--- config.mk ---
export PLATFORM = sky130hd
export DESIGN_NAME = hazard_track_unit
export DESIGN_NICKNAME = d
export VERILOG_FILES = /design/src/rtl/hazard_track_unit.sv
export SDC_FILE = /design/constraint.sdc
export NUM_CORES = 1
export LEC_CHECK = 0
export CAP_MARGIN = 25
export CORE_MARGIN = 1.5
export CORE_UTILIZATION = 31
export CTS_BUF_LIST = sky130_fd_sc_hd__clkbuf_4
export DETAILED_ROUTE_END_ITERATION = 10
export GPL_TIMING_DRIVEN = 1
export HOLD_SLACK_MARGIN = 0.08
export PLACE_DENSITY = 0.76
export SYNTH_ARGS = -nofsm -noshare
export SYNTH_HDL_FRONTEND = slang
export SYNTH_SLANG_ARGS = --single-unit
--- constraint.sdc ---
create_clock -name clk -period 1.2 [get_ports clk]
set_input_delay 0.3 -clock clk [delete_from_list [all_inputs] [get_ports clk]]
set_output_delay 0.3 -clock clk [all_outputs]
set_load 0.02 [all_outputs]
--- src/rtl/hazard_track_unit.sv ---
// hazard_track_unit: tracks destination register, RegWrite and MemRead of the
// instructions in EXE/MEM/WB, raises a one-cycle load-use stall against the
// decode instruction, and turns flushed or stalled decode slots into bubbles.
// Optional macro HAZ_STALL_CNT_EN builds a saturating load-use stall counter;
// without it stall_count is tied to zero.
module hazard_track_unit #(
    parameter int unsigned REG_W    = 5,
    parameter int unsigned ZERO_REG = 31
) (
    input  logic             clk,
    input  logic             reset,
    input  logic [REG_W-1:0] Rd_ID,
    input  logic             RegWrite_ID,
    input  logic             MemRead_ID,
    input  logic [REG_W-1:0] Register1_ID,
    input  logic [REG_W-1:0] Register2_ID,
    input  logic             UseRn_ID,
    input  logic             UseRm_ID,
    input  logic             flush,
    output logic             stall,
    output logic [REG_W-1:0] Aw_EXE,
    output logic [REG_W-1:0] Aw_MEM,
    output logic [REG_W-1:0] Aw_WB,
    output logic             RegWrite_EXE,
    output logic             RegWrite_MEM,
    output logic             RegWrite_WB,
    output logic             MemRead_EXE,
    output logic [15:0]      stall_count
);

    localparam logic [REG_W-1:0] ZR = REG_W'(ZERO_REG);

    logic [REG_W-1:0] aw_exe_q, aw_exe_d, aw_mem_q, aw_mem_d, aw_wb_q, aw_wb_d;
    logic             rw_exe_q, rw_exe_d, rw_mem_q, rw_mem_d, rw_wb_q, rw_wb_d;
    logic             mr_exe_q, mr_exe_d;
    logic             raw_hazard;
    logic             bubble;

    // Load in EXE whose destination is read by the decode instruction
    always_comb begin
        raw_hazard = mr_exe_q & rw_exe_q & (aw_exe_q != ZR) &
                     ((UseRn_ID & (Register1_ID == aw_exe_q)) |
                      (UseRm_ID & (Register2_ID == aw_exe_q)));
        stall      = raw_hazard & ~flush & ~reset;
    end

    // Pipeline advance; decode slot becomes a bubble on flush or stall
    always_comb begin
        bubble   = flush | stall;
        aw_wb_d  = aw_mem_q;
        rw_wb_d  = rw_mem_q;
        aw_mem_d = aw_exe_q;
        rw_mem_d = rw_exe_q;
        aw_exe_d = Rd_ID;
        rw_exe_d = RegWrite_ID & (Rd_ID != ZR);
        mr_exe_d = MemRead_ID;
        if (bubble) begin
            aw_exe_d = ZR;
            rw_exe_d = 1'b0;
            mr_exe_d = 1'b0;
        end
    end

    // Stage registers with synchronous reset to bubbles
    always_ff @(posedge clk) begin
        if (reset) begin
            aw_exe_q <= ZR;
            aw_mem_q <= ZR;
            aw_wb_q  <= ZR;
            rw_exe_q <= 1'b0;
            rw_mem_q <= 1'b0;
            rw_wb_q  <= 1'b0;
            mr_exe_q <= 1'b0;
        end else begin
            aw_exe_q <= aw_exe_d;
            aw_mem_q <= aw_mem_d;
            aw_wb_q  <= aw_wb_d;
            rw_exe_q <= rw_exe_d;
            rw_mem_q <= rw_mem_d;
            rw_wb_q  <= rw_wb_d;
            mr_exe_q <= mr_exe_d;
        end
    end

    assign Aw_EXE       = aw_exe_q;
    assign Aw_MEM       = aw_mem_q;
    assign Aw_WB        = aw_wb_q;
    assign RegWrite_EXE = rw_exe_q;
    assign RegWrite_MEM = rw_mem_q;
    assign RegWrite_WB  = rw_wb_q;
    assign MemRead_EXE  = mr_exe_q;

`ifdef HAZ_STALL_CNT_EN
    logic [15:0] cnt_q, cnt_d;

    // Saturating count of stall cycles
    always_comb begin
        cnt_d = cnt_q;
        if (stall && (cnt_q != 16'hFFFF)) begin
            cnt_d = cnt_q + 16'd1;
        end
    end

    // Counter register, cleared on reset
    always_ff @(posedge clk) begin
        if (reset) begin
            cnt_q <= 16'd0;
        end else begin
            cnt_q <= cnt_d;
        end
    end

    assign stall_count = cnt_q;
`else
    assign stall_count = 16'd0;
`endif

endmodule

==> impl_metrics.csv, run 1 <==
group,metric,value,unit
worst_setup_path,r2r-end,"MemRead_EXE",
clock_tree,clock_sinks,19,
job,maxCapViolCount,0,
synth,syn_area,799.5,µm²
drt,via_per_inst,4.081,
placement,place_ws,-1192,ps
drt,routed_wl,1747,µm
drt,ant_nets,0,
sta,setup_violations,11,
power_and_ir_drop,clkPwrFrac,0.258,
power_and_ir_drop,p_comb_frac,0.205,
clock_tree,htreeDepth,1,
die,fp.dieW,53.79,µm
worst_setup_path,path_class,"reg2out",
worst_setup_path,r2r_cells,6,
power_and_ir_drop,p_sw,0.0003311,W
sta,period_share,1.469,
placement,io_buffers,41,
layout,drive_above_1_share,0.4308,
worst_setup_path,cp_data_arrival_time,1460,ps
drt,dr.max_layer_used,"met4",
power_and_ir_drop,peakVddDrop,470.9,µV
sta,fin_worst_skew,0.7648,ps
layout,fin_area,1286,µm²
worst_setup_path,end_kind,"output pin",
sta,hold_viol_final,0,
die,fp.dieH,53.79,µm
placement,place_area,1259,µm²
global_route,grt_pass1_wl,2511,µm
layout,diodes,0,
hold_path,min-delay-start,"Aw_MEM[0]",
die,initial_core_util,0.3257,
die,io_pins,58,
clock_tree,cts.clk_slew.worst_paths,100,ps
synth,ys_types,18,
sta,rsz0062_at_grt,"yes",
clock_tree,cts_buffer_depth,2,
sta,maxSlewViolCount,0,
placement,gp_congestion,0.6553,
drt,wl_met2,858,µm
global_route,grt_pass1_vias,598,
worst_setup_path,reg2reg_from,"Aw_EXE[4]",
hold_path,holdPathEnd,"Aw_WB[0]",
sta,min_period,1762,ps
global_route,grt_usage,0.1269,
worst_setup_path,critPathLaunchType,"register",
sta,fmax,0.5674,GHz
layout,nNetsFinal,153,
global_route,antenna_found_initial,0,
hold_path,hold_depth,1,
worst_setup_path,r2r_setup_slack,-210,ps
clock_tree,cts_inserted_buffers,3,
layout,final_cell_mix,"16 x conb_1, 12 x dfxtp_1, 12 x clkdlybuf4s50_1",
drt,drcViolationCount,0,
synth,synth-warning-count,0,
drt,drt-initial-drc-count,2,
synth,ys_seq_elements,19,
power_and_ir_drop,internal_power,0.0008966,W
power_and_ir_drop,switching_share,0.2697,
synth,seq_area_frac_synth,0.4757,
run_status,violations,"setup timing",
clock_tree,worstSkewPairLatency,290,ps
placement,dp_hpwl,1396,µm
layout,final_common_cell,"conb_1",
die,dieArea,2893,µm²
global_route,grt_max_degree,13,
power_and_ir_drop,total_leakage_power,0.5717,nW
die,core_area,2455,µm²
die,fp-row-count,18,
sta,setup_slack,-562.3,ps
global_route,overflow,0,
clock_tree,cts_root_buf,"clkbuf_4",
sta,hold_ws,446.1,ps
synth,postSynthAreaPerCell,10.12,µm²
drt,vias,653,
power_and_ir_drop,p_per_area,954.5,nW/µm²
worst_setup_path,required,900,ps
clock_tree,tritoncts,"built",
run_status,outcome,"finished with violations",
worst_setup_path,path_max_fanout,4,
power_and_ir_drop,seq_power_share,0.537,
drt,drtPass1Iterations,2,
drt,drt-met1-wl,649,µm
drt,wl_per_cell,10.92,µm
layout,area_growth,60.88,%
drt,dr_wl_met3,227,µm
hold_path,hold_path.class,"reg2reg",
synth,syn-instance-count,79,
worst_setup_path,startpoint,"Aw_EXE[4]",
-- kinds of logic (layout without fill, tap and decap cells) --
family / after synthesis / after routing / share of synthesized area
simple gates: 28 / 28 / 0.2097
compound gates: 3 / 3 / 0.04069
other cells: 1 / 16 / 0.004690
flops: 19 / 19 / 0.4757
xor+xnor: 10 / 10 / 0.1095
buf+inv: 18 / 54 / 0.1596
-- worst max path at each step --
| stage | end | slack (ps) | depth (start not counted) |
|---|---|---|---|
| floorplan | stall | -230 | 5 |
| global placement | stall | -1130 | 7 |
| detailed placement | stall | -1190 | 7 |
| CTS | stall | -620 | 6 |
| global route | stall | -680 | 6 |
| finish | stall | -560 | 6 |
-- state kept, by name, summed over array words and instances, names as in the netlist --
register,flops
Aw_EXE,5
Aw_MEM,5
Aw_WB,5
MemRead_EXE,1
RegWrite_EXE,1
RegWrite_MEM,1
RegWrite_WB,1
-- per-layer routing --
layer  vias to the layer above  track usage
met5                         -            0
met4                         0      0.07692
met3                         2      0.04167
met2                        38       0.2317
met1                       287       0.1216
li1                        326            -
-- layout make-up --
class	instances	area (µm²)
clock inverters	1	5.005
well taps	30	37.54
repair buffers	49	434.2
clock buffers	3	22.52
multi-input cells	57	381.6
inverters	1	3.754
fillers	242	1169
flip-flops and latches	19	401.6
-- cells in the mapped netlist (all sizes together) --
library cell / count / area [µm²]
and2b: 1 / 7.510
and3: 1 / 6.260
buf: 16 / 120.1
clkbuf: 1 / 3.750
conb: 1 / 3.750
dfxtp: 19 / 380.4
inv: 1 / 3.750
nand2: 4 / 15.01
nand3: 2 / 10.01
nand3b: 5 / 37.54
nand4: 2 / 12.51
nor2: 1 / 3.750
nor2b: 2 / 12.51
o2111a: 1 / 11.26
o2111ai: 1 / 15.01
o22ai: 1 / 6.260
or2: 10 / 62.56
xnor2: 10 / 87.58
-- power by group through the flow --
stage               Sequential [W]  Combinational [W]  Clock [W]
floorplan                 0.000693           0.000138          0
global placement          0.000671           0.000251          0
detailed placement        0.000671           0.000254          0
CTS                       0.000658           0.000248   0.000327
global route              0.000662           0.000269   0.000364
finish                    0.000659           0.000252   0.000317
-- worst max-delay path, cell delays in order, from the launching register on --
cell	delay, ps
dfxtp_4	410
xnor2_2	110
nand4_1	110
o22ai_2	190
o2111ai_2	160
inv_2	80
buf_6	110
-- per-stage QoR --
stage	instances	TNS, ps	util	power (W)
finish	160	-1483	0.5240	0.001228
global placement	156	-6573	0.5127	0.0009216
CTS	160	-2012	0.5265	0.001233
detailed placement	156	-7314	0.5127	0.0009251
floorplan	94	-388.4	-	0.0008308
global route	160	-2366	0.5240	0.001295
-- repair_timing --
item	CTS	global route
setup endpoints to repair	27	20
pin swaps	10	6
setup buffers	0	1
hold buffers	0	0
gates resized for setup	92	20
Power figures use the tool's default switching activity.
==> inputs of run 2 (changes only) <==
==> constraint.sdc (replaced) <==
create_clock -name clk -period 1.2 [get_ports clk]
set_input_delay 0.3 -clock clk [delete_from_list [all_inputs] [get_ports clk]]
set_output_delay 0.3 -clock clk [all_outputs]
set_load 0.1 [all_outputs]
==> run 2 against run 1 <==
The run still ends with setup timing left. Sequential power rose by 1%. Sequential share of layout area fell by 5.3 points. Register-to-register slack got worse by 80 ps. Critical path depth did not move. Largest cell class unchanged. Worst setup slack got worse by 79 ps. Final area rose by 25%. Critical path type unchanged. Cell count rose by 1.9%. Critical endpoint unchanged. Die area did not move. Non-clock buffer count rose by 3. Via count rose by 2.8%. Combinational power rose by 140%. Wire length rose by 0.69%.
==> impl_metrics.csv, run 2 (synthesized netlist as in run 1, its figures left out) <==
group,metric,value,unit
run_status,outcome,"finished with violations",
run_status,violations,"setup timing",
power_and_ir_drop,internal_power,0.0009790,W
power_and_ir_drop,p_sw,0.0006124,W
sta,fmax,0.5430,GHz
layout,nNetsFinal,156,
placement,dp.cells,158,
power_and_ir_drop,clkPwrFrac,0.205,
worst_setup_path,cp.depth,6,
clock_tree,tritoncts,"built",
layout,fillCellCount,194,
clock_tree,worstSkewPairLatency,290,ps
sta,maxSlewViolCount,0,
layout,area_growth,101.3,%
worst_setup_path,required,900,ps
hold_path,hold_depth,1,
clock_tree,cts_inserted_buffers,3,
worst_setup_path,path_max_fanout,4,
drt,drcViolationCount,0,
worst_setup_path,path_cells,"xnor2_2 -> nand4_1 -> o22ai_2 -> o2111ai_4 -> clkinvlp_4 -> buf_12",
sta,hold_ws,485.0,ps
die,fp.dieW,53.79,µm
clock_tree,cts_buffer_depth,2,
worst_setup_path,cp_data_arrival_time,1540,ps
sta,period_share,1.535,
sta,rsz0062_at_grt,"yes",
placement,place_area,1495,µm²
placement,io_buffers,41,
sta,setup_violations,13,
power_and_ir_drop,p_per_area,989.0,nW/µm²
power_and_ir_drop,switching_share,0.3848,
worst_setup_path,critPathLaunchType,"register",
power_and_ir_drop,peakVddDrop,760.0,µV
placement,gp_congestion,0.7294,
sta,hold_viol_final,0,
layout,final_cell_mix,"20 x buf_12, 16 x conb_1, 14 x dfxtp_2",
layout,drive_above_1_share,0.5489,
sta,fin_worst_skew,4.586,ps
layout,final_cells,163,
hold_path,hold_path.class,"reg2reg",
die,io_pins,58,
drt,ant_nets,0,
worst_setup_path,r2r_cells,7,
die,fp-row-count,18,
drt,routed_wl,1759,µm
drt,wl_per_cell,10.79,µm
clock_tree,cts_root_buf,"clkbuf_4",
global_route,grt_pass1_vias,582,
worst_setup_path,crit_family,"flip-flops",
drt,vias,671,
die,fp.dieH,53.79,µm
clock_tree,htreeDepth,1,
layout,diodes,0,
clock_tree,cts.clk_slew.worst_paths,100,ps
power_and_ir_drop,seq_power_share,0.418,
drt,drtPass1Iterations,1,
power_and_ir_drop,p_comb_frac,0.376,
sta,setup_slack,-641.7,ps
worst_setup_path,max_stage_delay,380,ps
power_and_ir_drop,total_leakage_power,0.7055,nW
global_route,antenna_found_initial,0,
job,maxCapViolCount,0,
worst_setup_path,slowest_stage,"dfxtp_4",
drt,drt-initial-drc-count,0,
layout,fin_area,1609,µm²
worst_setup_path,path_class,"reg2out",
global_route,grt_usage,0.1275,
sta,min_period,1842,ps
global_route,grt_max_degree,13,
placement,dp_hpwl,1518,µm
sta,fin_tns_setup,-2415,ps
die,dieArea,2893,µm²
die,initial_core_util,0.3257,
global_route,grt_pass1_wl,2615,µm
layout,final_common_cell,"buf_12",
clock_tree,clock_sinks,19,
worst_setup_path,path_buf_inv,2,
die,core_area,2455,µm²
power_and_ir_drop,p_total,0.001591,W
drt,via_per_inst,4.117,
global_route,overflow,0,
worst_setup_path,end_kind,"output pin",
-- run 2: cell type report --
cell class                      count  area [µm²]  share of cell area
Timing Repair Buffer               52       706.9              0.4393
Multi-Input combinational cell     57       410.4              0.2551
Clock buffer                        4       30.03             0.01866
Inverter                            1       7.507            0.004666
Tap cell                           30       37.54             0.02333
Sequential cell                    19       416.7              0.2589
-- run 2: routing by layer --
| layer | up-vias | part of all wire | GRT usage |
|---|---|---|---|
| met2 | 39 | 0.51 | 0.2419 |
| met4 | 0 | 0.0080 | 0.03846 |
| li1 | 335 | - | - |
| met1 | 295 | 0.37 | 0.1353 |
| met5 | - | 0 | 0 |
| met3 | 2 | 0.11 | 0.03333 |
-- run 2: per-stage QoR --
step	setup WS, ps	utilization
after global routing	-749.9	0.6555
after CTS	-671.8	0.6448
after detailed placement	-833.9	0.6091
after floorplan	-695.7	-
final	-641.7	0.6555
after global placement	-785.8	0.6091
-- run 2: repair_timing --
| action | CTS | global route |
|---|---|---|
| gates resized for setup | 22 | 5 |
| buffers inserted | 0 | 3 |
| pin swaps | 19 | 2 |
| hold buffers | 0 | 0 |
| endpoints found under the setup margin | 15 | 15 |
| hold endpoints to repair | 0 | 0 |
-- run 2: power groups by stage --
stage	Combinational [W]	Clock (W)	Sequential, W
after floorplan	0.000312	0	0.000805
after global placement	0.000582	0	0.000677
after detailed placement	0.000587	0	0.000678
after CTS	0.000597	0.000337	0.000667
after global routing	0.000619	0.000371	0.000670
final	0.000599	0.000327	0.000666
-- run 2: worst reg2reg max path: stages (launching register included) --
cell	delay, ps
dfxtp_4	380
xnor2_2	140
nand4_1	140
o22ai_2	160
o2111ai_4	150
buf_4	170
buf_6	120
and3_1	130
-- run 2: path summary, 6_finish.rpt --
check             from     endpoint  slack (ps)
max          Aw_EXE[3]        stall        -640
min          Aw_MEM[4]     Aw_WB[4]         490
max reg2reg  Aw_EXE[3]  MemRead_EXE        -290
min reg2reg  Aw_MEM[4]     Aw_WB[4]         490
==> inputs of run 3 (changes only) <==
Settings changed: SKIP_CTS_REPAIR_TIMING set to 1.
==> run 3 against run 2 <==
The flow still finishes with violations (setup timing). Sequential cell count did not move. Combinational power rose by 1%. Clock power rose by 3%. Wire length rose by 8.5%. Register-to-register slack got worse by 70 ps. Worst hold slack got worse by 1.0 ps. Largest power group unchanged.
==> impl_metrics.csv, run 3 (synthesized netlist as in run 1, its figures left out) <==
group,metric,value,unit
run_status,outcome,"finished with violations",
run_status,violations,"setup timing",
worst_setup_path,reg2reg_from,"Aw_EXE[3]",
sta,setup_slack,-714.4,ps
layout,final_util,0.6682,
clock_tree,worstSkewPairLatency,290,ps
die,io_pins,58,
layout,diodes,0,
global_route,grt_max_degree,13,
sta,setup_violations,13,
worst_setup_path,path_cells,"xnor2_1 -> nand4_1 -> o22ai_2 -> o2111ai_4 -> clkinvlp_4 -> buf_12",
sta,period_share,1.595,
global_route,grtUsageMet1,0.1295,
layout,final_common_cell,"buf_12",
clock_tree,cts_root_buf,"clkbuf_4",
clock_tree,cts_inserted_buffers,3,
layout,drive_above_1_share,0.5373,
clock_tree,htreeDepth,1,
power_and_ir_drop,p_total,0.001608,W
die,fp.dieH,53.79,µm
hold_path,hold_path.class,"reg2reg",
layout,nNetsFinal,157,
sta,min_period,1914,ps
die,core_area,2455,µm²
worst_setup_path,max_stage_delay,380,ps
sta,hold_ws,484.0,ps
worst_setup_path,critPathLaunchType,"register",
job,maxCapViolCount,0,
clock_tree,cts_buffer_depth,2,
power_and_ir_drop,clkPwrFrac,0.209,
power_and_ir_drop,p_per_area,980.3,nW/µm²
worst_setup_path,r2r_setup_slack,-360,ps
worst_setup_path,r2r_cells,7,
power_and_ir_drop,peakVddDrop,612.1,µV
global_route,antenna_found_initial,0,
sta,rsz0062_at_grt,"yes",
sta,hold_viol_final,0,
worst_setup_path,path_class,"reg2out",
drt,ant_nets,0,
global_route,grt_usage,0.1238,
power_and_ir_drop,p_comb_frac,0.377,
die,initial_core_util,0.3257,
worst_setup_path,cp-endpoint,"stall",
global_route,grt_pass1_vias,585,
drt,drtPass1Iterations,4,
power_and_ir_drop,internal_power,0.0009854,W
power_and_ir_drop,total_leakage_power,0.7666,nW
die,fp.dieW,53.79,µm
power_and_ir_drop,p_sw,0.0006225,W
power_and_ir_drop,seq_power_share,0.414,
global_route,use_met3,0.03611,
global_route,overflow,0,
drt,drt-initial-drc-count,1,
global_route,grt_pass1_wl,2546,µm
sta,fin_worst_skew,2.210,ps
layout,final_cell_mix,"20 x buf_12, 16 x conb_1, 14 x dfxtp_2",
placement,io_buffers,41,
drt,routed_wl,1908,µm
worst_setup_path,path_buf_inv,2,
sta,maxSlewViolCount,0,
layout,area_growth,105.2,%
worst_setup_path,crit_family,"flip-flops",
global_route,busiest_layer,"met2",
die,fp-row-count,18,
power_and_ir_drop,switching_share,0.3872,
placement,gp_congestion,0.7294,
die,dieArea,2893,µm²
worst_setup_path,cp_data_arrival_time,1610,ps
drt,via_per_inst,4.140,
worst_setup_path,path_max_fanout,4,
drt,wl_per_cell,11.63,µm
worst_setup_path,end_kind,"output pin",
worst_setup_path,startpoint,"Aw_EXE[3]",
worst_setup_path,required,900,ps
worst_setup_path,cp.depth,6,
worst_setup_path,slowest_stage,"dfxtp_4",
clock_tree,cts.clk_slew.worst_paths,100,ps
global_route,grtUsageMet2,0.2276,
clock_tree,tritoncts,"built",
layout,fin_area,1640,µm²
drt,vias,679,
placement,place_area,1495,µm²
clock_tree,clock_sinks,19,
sta,fmax,0.5224,GHz
drt,drcViolationCount,0,
worst_setup_path,r2r-end,"RegWrite_EXE",
placement,dp_hpwl,1518,µm
run 3: cell count changes in the layout (fill, tap and decap cells not counted):
cell             before  now
dlygate4sd2_1        10    0
dlymetal6s2s_1        0    9
xnor2_1               4    6
xnor2_2               6    4
buf_6                 7    8
clkdlybuf4s50_1      11   12
run 3: worst min path at each step:
stage	slack, ps	to	cells past startpoint	from
after floorplan	360	RegWrite_WB	1	reset
after global routing	500	Aw_WB[0]	1	Aw_MEM[0]
final	480	Aw_WB[4]	1	Aw_MEM[4]
after detailed placement	460	Aw_WB[4]	1	Aw_MEM[4]
after global placement	460	Aw_WB[1]	1	Aw_MEM[1]
after CTS	490	Aw_WB[4]	1	Aw_MEM[4]
run 3: layout make-up:
| type | instances | area [µm²] |
|---|---|---|
| well taps | 30 | 37.54 |
| flip-flops and latches | 19 | 416.7 |
| inverters | 1 | 7.507 |
| fillers | 179 | 814.5 |
| repair buffers | 53 | 753.2 |
| multi-input cells | 57 | 395.4 |
| clock buffers | 4 | 30.03 |
run 3: metrics by stage:
step	std cells	worst slack, ps	setup TNS, ps
after global routing	164	-807.8	-4044
after detailed placement	158	-833.9	-6088
after floorplan	94	-695.7	-2275
final	164	-714.4	-3080
after CTS	162	-836.9	-3386
after global placement	158	-785.8	-5772
run 3: power groups by stage:
stage                     registers, W  logic [W]  clock network [W]
after detailed placement      0.000678   0.000587                  0
after global placement        0.000677   0.000582                  0
final                         0.000666   0.000606           0.000336
after CTS                     0.000663   0.000588           0.000337
after global routing          0.000669   0.000626           0.000379
after floorplan               0.000805   0.000312                  0
run 3: per-layer routing:
layer  routed length, µm  part of all wire  vias to the layer above
met3                 198              0.10                        4
met1                 680              0.36                      298
met5                   0                 0                        -
met2                 999              0.52                       41
met4                  29             0.015                        0
li1                    -                 -                      336
run 3: worst register-to-register path, cell delays in order (launching register included):
cell and delay [ps]:
dfxtp_4 380, xnor2_1 170, nand4_1 130, o22ai_2 210, o2111ai_4 150, buf_4 170
buf_6 120, o2111a_1 130
